<file path="src/rtl/ahb_pkg.sv">
// Shared AHB-Lite encodings and the command-master FSM state type.
package ahb_pkg;

  localparam logic [1:0] HTRANS_IDLE   = 2'b00;
  localparam logic [1:0] HTRANS_BUSY   = 2'b01;
  localparam logic [1:0] HTRANS_NONSEQ = 2'b10;
  localparam logic [1:0] HTRANS_SEQ    = 2'b11;

  localparam logic [2:0] HBURST_SINGLE = 3'b000;

  localparam logic [2:0] HSIZE_BYTE = 3'b000;
  localparam logic [2:0] HSIZE_HALF = 3'b001;
  localparam logic [2:0] HSIZE_WORD = 3'b010;

  typedef enum logic [1:0] {
    ST_IDLE,
    ST_ADDR,
    ST_DATA,
    ST_RESP
  } ahb_state_e;

  // A transfer is legal only for byte/half/word sizes on a naturally aligned address.
  function automatic logic cmd_legal(input logic [2:0] size, input logic [1:0] addr_lsb);
    return (size == HSIZE_BYTE) ||
           ((size == HSIZE_HALF) && (addr_lsb[0] == 1'b0)) ||
           ((size == HSIZE_WORD) && (addr_lsb == 2'b00));
  endfunction

endpackage

</file>
<file path="src/rtl/ahb_cmd_master.sv">
// Single-outstanding AHB-Lite master: turns one valid/ready command into one
// SINGLE transfer and returns the result through a valid/ready response port.
module ahb_cmd_master
  import ahb_pkg::*;
#(
  parameter int unsigned ADDR_BITS  = 10,
  parameter int unsigned DATA_WIDTH = 32,
  parameter logic [3:0]  HPROT_VAL  = 4'b0011
) (
  input  logic                   hclk_i,
  input  logic                   hrst_n_i,
  input  logic                   cmd_valid_i,
  output logic                   cmd_ready_o,
  input  logic                   cmd_write_i,
  input  logic [ADDR_BITS+1:0]   cmd_addr_i,
  input  logic [2:0]             cmd_size_i,
  input  logic [3:0]             cmd_strb_i,
  input  logic [DATA_WIDTH-1:0]  cmd_wdata_i,
  output logic                   rsp_valid_o,
  input  logic                   rsp_ready_i,
  output logic [DATA_WIDTH-1:0]  rsp_rdata_o,
  output logic                   rsp_err_o,
  output logic [ADDR_BITS+1:0]   haddr_o,
  output logic [1:0]             htrans_o,
  output logic                   hwrite_o,
  output logic [2:0]             hsize_o,
  output logic [2:0]             hburst_o,
  output logic [3:0]             hprot_o,
  output logic                   hmasterlock_o,
  output logic [3:0]             hstrb_o,
  output logic [DATA_WIDTH-1:0]  hwdata_o,
  input  logic                   hready_i,
  input  logic [DATA_WIDTH-1:0]  hrdata_i,
  input  logic                   hresp_i
);

  ahb_state_e            state_q, state_d;
  logic                  rdy_q;
  logic                  accept;
  logic                  illegal;
  logic [DATA_WIDTH-1:0] wdata_q;

  assign accept  = cmd_valid_i && rdy_q;
  assign illegal = !cmd_legal(cmd_size_i, cmd_addr_i[1:0]);

  always_comb begin
    state_d = state_q;
    unique case (state_q)
      ST_IDLE: if (accept)      state_d = illegal ? ST_RESP : ST_ADDR;
      ST_ADDR: if (hready_i)    state_d = ST_DATA;
      ST_DATA: if (hready_i)    state_d = ST_RESP;
      ST_RESP: if (rsp_ready_i) state_d = ST_IDLE;
      default:                  state_d = ST_IDLE;
    endcase
  end

  // Ready is registered from the next state so it stays low during reset and
  // rises on the first clock after release, yet is only ever high in IDLE.
  always_ff @(posedge hclk_i or negedge hrst_n_i) begin
    if (!hrst_n_i) begin
      state_q     <= ST_IDLE;
      rdy_q       <= 1'b0;
      haddr_o     <= '0;
      hwrite_o    <= 1'b0;
      hsize_o     <= '0;
      hstrb_o     <= '0;
      wdata_q     <= '0;
      hwdata_o    <= '0;
      rsp_rdata_o <= '0;
      rsp_err_o   <= 1'b0;
    end else begin
      state_q <= state_d;
      rdy_q   <= (state_d == ST_IDLE);
      if (accept) begin
        haddr_o  <= cmd_addr_i;
        hwrite_o <= cmd_write_i;
        hsize_o  <= cmd_size_i;
        hstrb_o  <= cmd_strb_i;
        wdata_q  <= cmd_wdata_i;
        if (illegal) begin
          rsp_err_o   <= 1'b1;
          rsp_rdata_o <= '0;
        end
      end
      // Write data only moves when a write enters its data phase.
      if ((state_q == ST_ADDR) && hready_i && hwrite_o)
        hwdata_o <= wdata_q;
      if ((state_q == ST_DATA) && hready_i) begin
        rsp_err_o   <= hresp_i;
        rsp_rdata_o <= (!hwrite_o && !hresp_i) ? hrdata_i : '0;
      end
    end
  end

  assign cmd_ready_o   = rdy_q;
  assign rsp_valid_o   = (state_q == ST_RESP);
  assign htrans_o      = (state_q == ST_ADDR) ? HTRANS_NONSEQ : HTRANS_IDLE;
  assign hburst_o      = HBURST_SINGLE;
  assign hprot_o       = HPROT_VAL;
  assign hmasterlock_o = 1'b0;

endmodule

</file>
<file path="config.mk">
export PLATFORM = sky130hd
export DESIGN_NAME = ahb_cmd_master
export DESIGN_NICKNAME = d
export VERILOG_FILES = /design/src/rtl/ahb_pkg.sv /design/src/rtl/ahb_cmd_master.sv
export SDC_FILE = /design/constraint.sdc
export NUM_CORES = 1
export LEC_CHECK = 0
export ABC_AREA = 1
export CELL_PAD_IN_SITES_DETAIL_PLACEMENT = 0
export CELL_PAD_IN_SITES_GLOBAL_PLACEMENT = 1
export CORE_MARGIN = 2
export CORE_UTILIZATION = 31
export DETAILED_ROUTE_END_ITERATION = 10
export GPL_ROUTABILITY_DRIVEN = 1
export PLACE_DENSITY = 0.8
export SLEW_MARGIN = 20
export SYNTH_ARGS = -nofsm -noshare
export SYNTH_HDL_FRONTEND = slang
export SYNTH_SLANG_ARGS = --single-unit
</file>
<file path="constraint.sdc">
create_clock -name hclk_i -period 1.7 [get_ports hclk_i]
set_clock_uncertainty 0.1 [all_clocks]
set_input_delay 0.255 -clock hclk_i [delete_from_list [all_inputs] [get_ports hclk_i]]
set_output_delay 0.255 -clock hclk_i [all_outputs]
set_load 0.01 [all_outputs]
</file>
==> run_results.csv, run 1 <==
group,metric,value,unit
power_and_ir_drop,clkPwrFrac,0.287,
routing,vias,3874,
power_and_ir_drop,p_sw_frac,0.3086,
placement,io_buffers,177,
final_layout,final_area,7383,sq um
final_layout,finish.utilization,0.5080,
timing,finalCriticalPeriod,1.666,ns
global_routing,grt_max_degree,65,
routing,drc_errors,0,
worst_setup_path,worstSetupStartpoint,"rsp_rdata_o[5]$_DFFE_PN0P_",
timing,period_share,0.9799,
synthesis,syn-instance-count,501,
final_layout,fillCellCount,1343,
worst_setup_path,crit_required,1.34,ns
outcome,outcome,"completed",
final_layout,multi_input_area,1313,sq um
global_routing,overflow,0,
routing,firstDrtPassIters,4,
synthesis,synth-seq-area-share,0.6531,
clocking,cts_buffers,17,
worst_setup_path,cp.buffers_inverters,1,
final_layout,register_area,3003,sq um
power_and_ir_drop,power_frac_comb,0.343,
clocking,htree_num_levels,4,
routing,post_drt_wl_per_cell,13.54,um
clocking,clock-sinks,120,
timing,worst_slack,0.03417,ns
worst_setup_path,endpoint_kind,"output pin",
synthesis,synth_seq_cells,120,
final_layout,areaGrowthSynthToFinish,60.57,%
worst_setup_path,endpoint,"rsp_rdata_o[5]",
worst_setup_path,critPathTopFamily,"buffers and inverters",
floorplan,fp.dieW,125.8,um
power_and_ir_drop,p_leak,4.132,nW
global_routing,grt_pass1_vias,4076,
worst_setup_path,crit_path_max_fanout,2,
worst_setup_path,path_depth,1,
final_layout,num_antenna_cells,0,
worst_setup_path,slowest_stage,"clkdlybuf4s50_1",
power_and_ir_drop,switchingPower,4.031,mW
timing,setup_viol,0,
clocking,cts_tree,"built",
synthesis,synth_cell_type_count,20,
worst_setup_path,r2r_setup_slack,0.21,ns
routing,ant_nets,0,
clocking,clockBufferDepth,2,
placement,place_congestion,0.7282,
power_and_ir_drop,power,13.06,mW
worst_setup_path,arrival,1.31,ns
worst_setup_path,startpoint_type,"flop",
clocking,clk_latency,0.41,ns
timing,clock.fmax,0.6003,GHz
placement,place_area,6659,sq um
global_routing,antenna_found_initial,0,
power_and_ir_drop,pwr_density_cell,1769,nW/um^2
final_layout,final_layout_size_suffix_gt1_frac,0.07561,
clocking,clk_pin_slew_worst_paths,0.05,ns
placement,dpl.hpwl,8.513,mm
power_and_ir_drop,ir_drop,0.9382,mV
routing,drt-vias-per-instance,4.377,
timing,rsz0062_at_grt,"false",
timing,maxSlewViolCount,0,
job,maxCapViolations,0,
power_and_ir_drop,internal_power,9.031,mW
worst_setup_path,cp_cell_sequence,"clkdlybuf4s50_1",
floorplan,dieArea,15820,sq um
timing,hold_viol,0,
floorplan,core,14530,sq um
global_routing,grt_pass1_wl,19.55,mm
final_layout,num-nets-final,778,
min_path,min_path_type,"input port to asynchronous set/reset pin",
power_and_ir_drop,seq_power_share,0.370,
floorplan,boundaryPins,187,
synthesis,yosysWarnings,0,
floorplan,start_util,0.3164,
global_routing,grt_use_total,0.1549,
synthesis,syn_area,4598,sq um
worst_setup_path,rr_endpoint,"rsp_rdata_o[18]$_DFFE_PN0P_",
worst_setup_path,max_stage_delay,0.54,ns
placement,place_ws,-0.05736,ns
worst_setup_path,reg2reg_depth,7,
floorplan,placementRows,44,
clocking,root_buffer,"clkbuf_16",
floorplan,fp.dieH,125.8,um
routing,totalWireLength,11.98,mm
worst_setup_path,reg2reg_from,"state_q[0]$_DFF_PN0_",
synthesis,synth.avg_cell_area,9.178,sq um
worst_setup_path,critical_path_class,"flop to output pin",
routing,drtIter0Drc,179,
timing,setup_tns,0,ns
[what timing repair did]
item,CTS,global route
endpoints found under the setup margin,16,41
endpoints found under the hold margin,120,0
pin swaps,0,0
gates resized for setup,19,41
cloned,0,0
buffers inserted,1,0
hold buffers,1,0
[registers in the layout (all words and copies together), names as in the netlist]
register	flops
wdata_q	32
hwrite_o	1
haddr_o	12
hsize_o	3
state_q	2
hwdata_o	32
rsp_err_o	1
rsp_rdata_o	32
cmd_ready_o	1
hstrb_o	4
[how the worst min path moves through the flow]
stage / slack (ns) / depth (start not counted) / endpoint / startpoint
2_1_floorplan: -0.14 / 0 / cmd_ready_o$_DFF_PN0_ / hrst_n_i
3_3_place_gp: 0.02 / 1 / hwdata_o[22]$_DFFE_PN0P_ / hrst_n_i
3_5_place_dp: 0.03 / 1 / wdata_q[22]$_DFFE_PN0P_ / hrst_n_i
4_1_cts: 0.13 / 2 / hwdata_o[26]$_DFFE_PN0P_ / hrst_n_i
5_1_grt: 0.16 / 2 / hwdata_o[26]$_DFFE_PN0P_ / hrst_n_i
6_report: 0.15 / 2 / hwdata_o[26]$_DFFE_PN0P_ / hrst_n_i
[power by group through the flow]
| stage | combinational, mW | clock, mW | sequential (mW) |
|---|---|---|---|
| 4_1_cts | 4.69 | 3.83 | 4.88 |
| 5_1_grt | 4.97 | 3.98 | 5.01 |
| 2_1_floorplan | 1.48 | 0 | 5.27 |
| 3_5_place_dp | 4.75 | 0 | 4.92 |
| 6_report | 4.48 | 3.74 | 4.84 |
| 3_3_place_gp | 4.64 | 0 | 4.87 |
[Yosys cell counts (all sizes together)]
master / number / share of area
nand2: 225 / 0.18
dfrtp: 120 / 0.65
o21ai: 67 / 0.073
inv: 39 / 0.032
clkbuf: 17 / 0.014
buf: 14 / 0.021
nand3: 5 / 0.0065
nor2: 5 / 0.0063
a21oi: 3 / 0.0033
or2: 3 / 0.0041
conb: 2 / 0.0016
nand4: 1 / 0.0014
[cell type report]
type / instances / area share
Sequential cell: 120 / 0.4067
Timing Repair Buffer: 192 / 0.2794
Multi-Input combinational cell: 318 / 0.1778
Clock buffer: 25 / 0.06982
Tap cell: 184 / 0.03118
Inverter: 39 / 0.01983
Clock inverter: 7 / 0.01525
[metrics by stage]
step	hold slack, ns	cells
detailed placement	0.02671	851
global placement	0.02263	851
floorplan	-0.1406	508
finish	0.1481	885
CTS	0.1306	885
global route	0.1629	885
[logic make-up after synthesis]
group	Yosys count	share of synthesized area
AOI/OAI and AO/OA	70	0.07619
buffers and inverters	70	0.06721
DFF	120	0.6531
and+or+nand+nor	239	0.2019
other	2	0.001633
[worst register-to-register path: cells and delay by family (launching register included)]
kind | cells | cell delay [ns]
AND/OR/NAND/NOR | 5 | 0.67
flip-flops | 1 | 0.40
buffers and inverters | 2 | 0.25
[cell usage in the layout (no fill, tap or decap), types with 3 or more instances in the layout]
cell / n
nand2_1: 225
dfrtp_1: 120
clkdlybuf4s50_1: 119
o21ai_0: 65
dlymetal6s2s_1: 41
inv_1: 37
clkbuf_16: 17
dlygate4sd2_1: 15
conb_1: 9
buf_12: 8
buf_4: 7
clkbuf_8: 6
nand3_1: 4
nor2_1: 3
a21oi_1: 3
clkinv_2: 3
bufinv_16: 3
[metal layers]
layer	up-vias	GRT usage	routed length (um)
li1	1893	-	-
met5	-	0	0
met4	0	0.07111	341
met1	1832	0.1845	4897
met2	123	0.2541	5927
met3	26	0.05310	815
Note: power is estimated with default switching activity, not from simulation.
==> run 2: changes to the inputs <==
--- a/constraint.sdc
+++ b/constraint.sdc
@@ -3,3 +3,3 @@
 set_input_delay 0.255 -clock hclk_i [delete_from_list [all_inputs] [get_ports hclk_i]]
 set_output_delay 0.255 -clock hclk_i [all_outputs]
-set_load 0.01 [all_outputs]
+set_load 0.1 [all_outputs]
==> run_results.csv, run 2 (same netlist as run 1, synthesis figures left out) <==
group,metric,value,unit
worst_setup_path,endpoint_kind,"output pin",
worst_setup_path,rr_endpoint,"rsp_rdata_o[1]$_DFFE_PN0P_",
worst_setup_path,arrival,1.28,ns
placement,place_ws,-0.08352,ns
global_routing,grt_pass1_wl,20.25,mm
timing,hold_viol,0,
routing,totalWireLength,11.99,mm
routing,ant_nets,0,
timing,period_share,0.9592,
clocking,post-cts-setup-buffers,0,
clocking,clk_latency,0.41,ns
worst_setup_path,max_stage_delay,0.46,ns
worst_setup_path,startpoint_type,"flop",
worst_setup_path,slowest_stage,"dfrtp_1",
placement,dpl.hpwl,8.699,mm
worst_setup_path,crit_required,1.34,ns
floorplan,start_util,0.3164,
floorplan,dieArea,15820,sq um
timing,worst_slack,0.06942,ns
worst_setup_path,cp_cell_sequence,"nand2_2 -> clkinvlp_4 -> buf_12",
final_layout,top_regs,"hwdata_o x32, rsp_rdata_o x32, wdata_q x32",
routing,post_drt_wl_per_cell,13.58,um
final_layout,mostFrequentLayoutCells,"nand2_1, dfrtp_1, buf_12",
floorplan,fp.dieH,125.8,um
timing,clock.fmax,0.6133,GHz
clocking,clock-sinks,120,
placement,io_buffers,177,
final_layout,final_layout_size_suffix_gt1_frac,0.2031,
final_layout,num_antenna_cells,0,
routing,drtIter0Drc,239,
final_layout,num-nets-final,777,
floorplan,core,14530,sq um
floorplan,placementRows,44,
worst_setup_path,critPathTopFamily,"flip-flops",
global_routing,grt_pass1_vias,4097,
job,maxCapViolations,0,
floorplan,boundaryPins,187,
worst_setup_path,crit_path_max_fanout,5,
placement,place_congestion,0.7344,
worst_setup_path,reg2reg_depth,7,
final_layout,areaGrowthSynthToFinish,76.76,%
worst_setup_path,critical_path_class,"flop to output pin",
clocking,cts_buffers,17,
routing,drc_errors,0,
timing,setup_viol,0,
worst_setup_path,r2r_setup_slack,0.18,ns
floorplan,fp.dieW,125.8,um
outcome,outcome,"completed",
min_path,min_path_type,"input port to asynchronous set/reset pin",
routing,vias,3875,
global_routing,grt_use_total,0.1606,
timing,maxSlewViolCount,0,
clocking,clockBufferDepth,2,
clocking,htree_num_levels,4,
global_routing,antenna_found_initial,0,
clocking,root_buffer,"clkbuf_16",
global_routing,grt_max_degree,49,
routing,drt-vias-per-instance,4.388,
clocking,clk_pin_slew_worst_paths,0.05,ns
timing,rsz0062_at_grt,"false",
clocking,cts_tree,"built",
timing,finalCriticalPeriod,1.631,ns
global_routing,overflow,0,
worst_setup_path,cp.buffers_inverters,2,
final_layout,final_common_cell,"nand2_1",
worst_setup_path,reg2reg_from,"state_q[0]$_DFF_PN0_",
routing,firstDrtPassIters,4,
-- run 2: stage by stage --
stage                     utilization  TNS (ns)  instances  instance area, sq um  hold WS, ns
after floorplan                     -   -0.1257        508                  4673      -0.1406
after global placement         0.5192    -1.018        851                  7546      0.08985
after global routing           0.5592         0        883                  8128       0.2295
after detailed placement       0.5192    -1.912        851                  7546      0.09349
after CTS                      0.5587         0        883                  8120       0.2104
final                          0.5592         0        883                  8128       0.2072
-- run 2: area by class of cell --
type                       instances  area, sq um
timing repair buffer             191         2845
clock buffer                      22        464.2
sequential                       120         3005
inverter                          39        150.1
fill                            1261         6406
clock inverter                     9        100.1
multi-input combinational        318         1333
tap                              184        230.2
-- run 2: metal layers --
| layer | vias to the layer above | wire (um) | global-route usage | part of all wire |
|---|---|---|---|---|
| met1 | 1838 | 5004 | 0.1926 | 0.42 |
| li1 | 1892 | - | - | - |
| met2 | 125 | 5772 | 0.2569 | 0.48 |
| met4 | 0 | 300 | 0.07886 | 0.025 |
| met3 | 20 | 917 | 0.05820 | 0.076 |
| met5 | - | 0 | 0 | 0 |
-- run 2: worst max path at each step --
stage                          from                     endpoint  slack (ns)  depth (start not counted)
6_report       state_q[1]$_DFF_PN0_                  rsp_valid_o        0.07                          3
5_1_grt        state_q[1]$_DFF_PN0_                  rsp_valid_o      0.0008                          3
4_1_cts        state_q[1]$_DFF_PN0_                  rsp_valid_o        0.02                          3
3_5_place_dp               hready_i  rsp_rdata_o[28]$_DFFE_PN0P_       -0.08                          7
3_3_place_gp               hready_i   rsp_rdata_o[1]$_DFFE_PN0P_       -0.04                          7
2_1_floorplan  state_q[0]$_DFF_PN0_     hwdata_o[11]$_DFFE_PN0P_       -0.02                          6
-- run 2: worst reg2reg max path, cell delays in order, from the launching register on --
cell	delay [ns]
dfrtp_1	0.41
inv_2	0.12
nand3_2	0.10
or2_1	0.27
nor2_4	0.11
buf_12	0.18
nand2_1	0.10
nand2_1	0.07
-- run 2: repair_timing --
item                                   4_1_cts  5_1_grt
endpoints found under the hold margin       23        0
setup endpoints to repair                    0        2
hold buffers                                 1        0
gates resized for setup                      0        2
Power of run 2 is left out: the tool's default activity adds up to more than one toggle a clock period on the data nets, which glitch-free logic cannot reach.
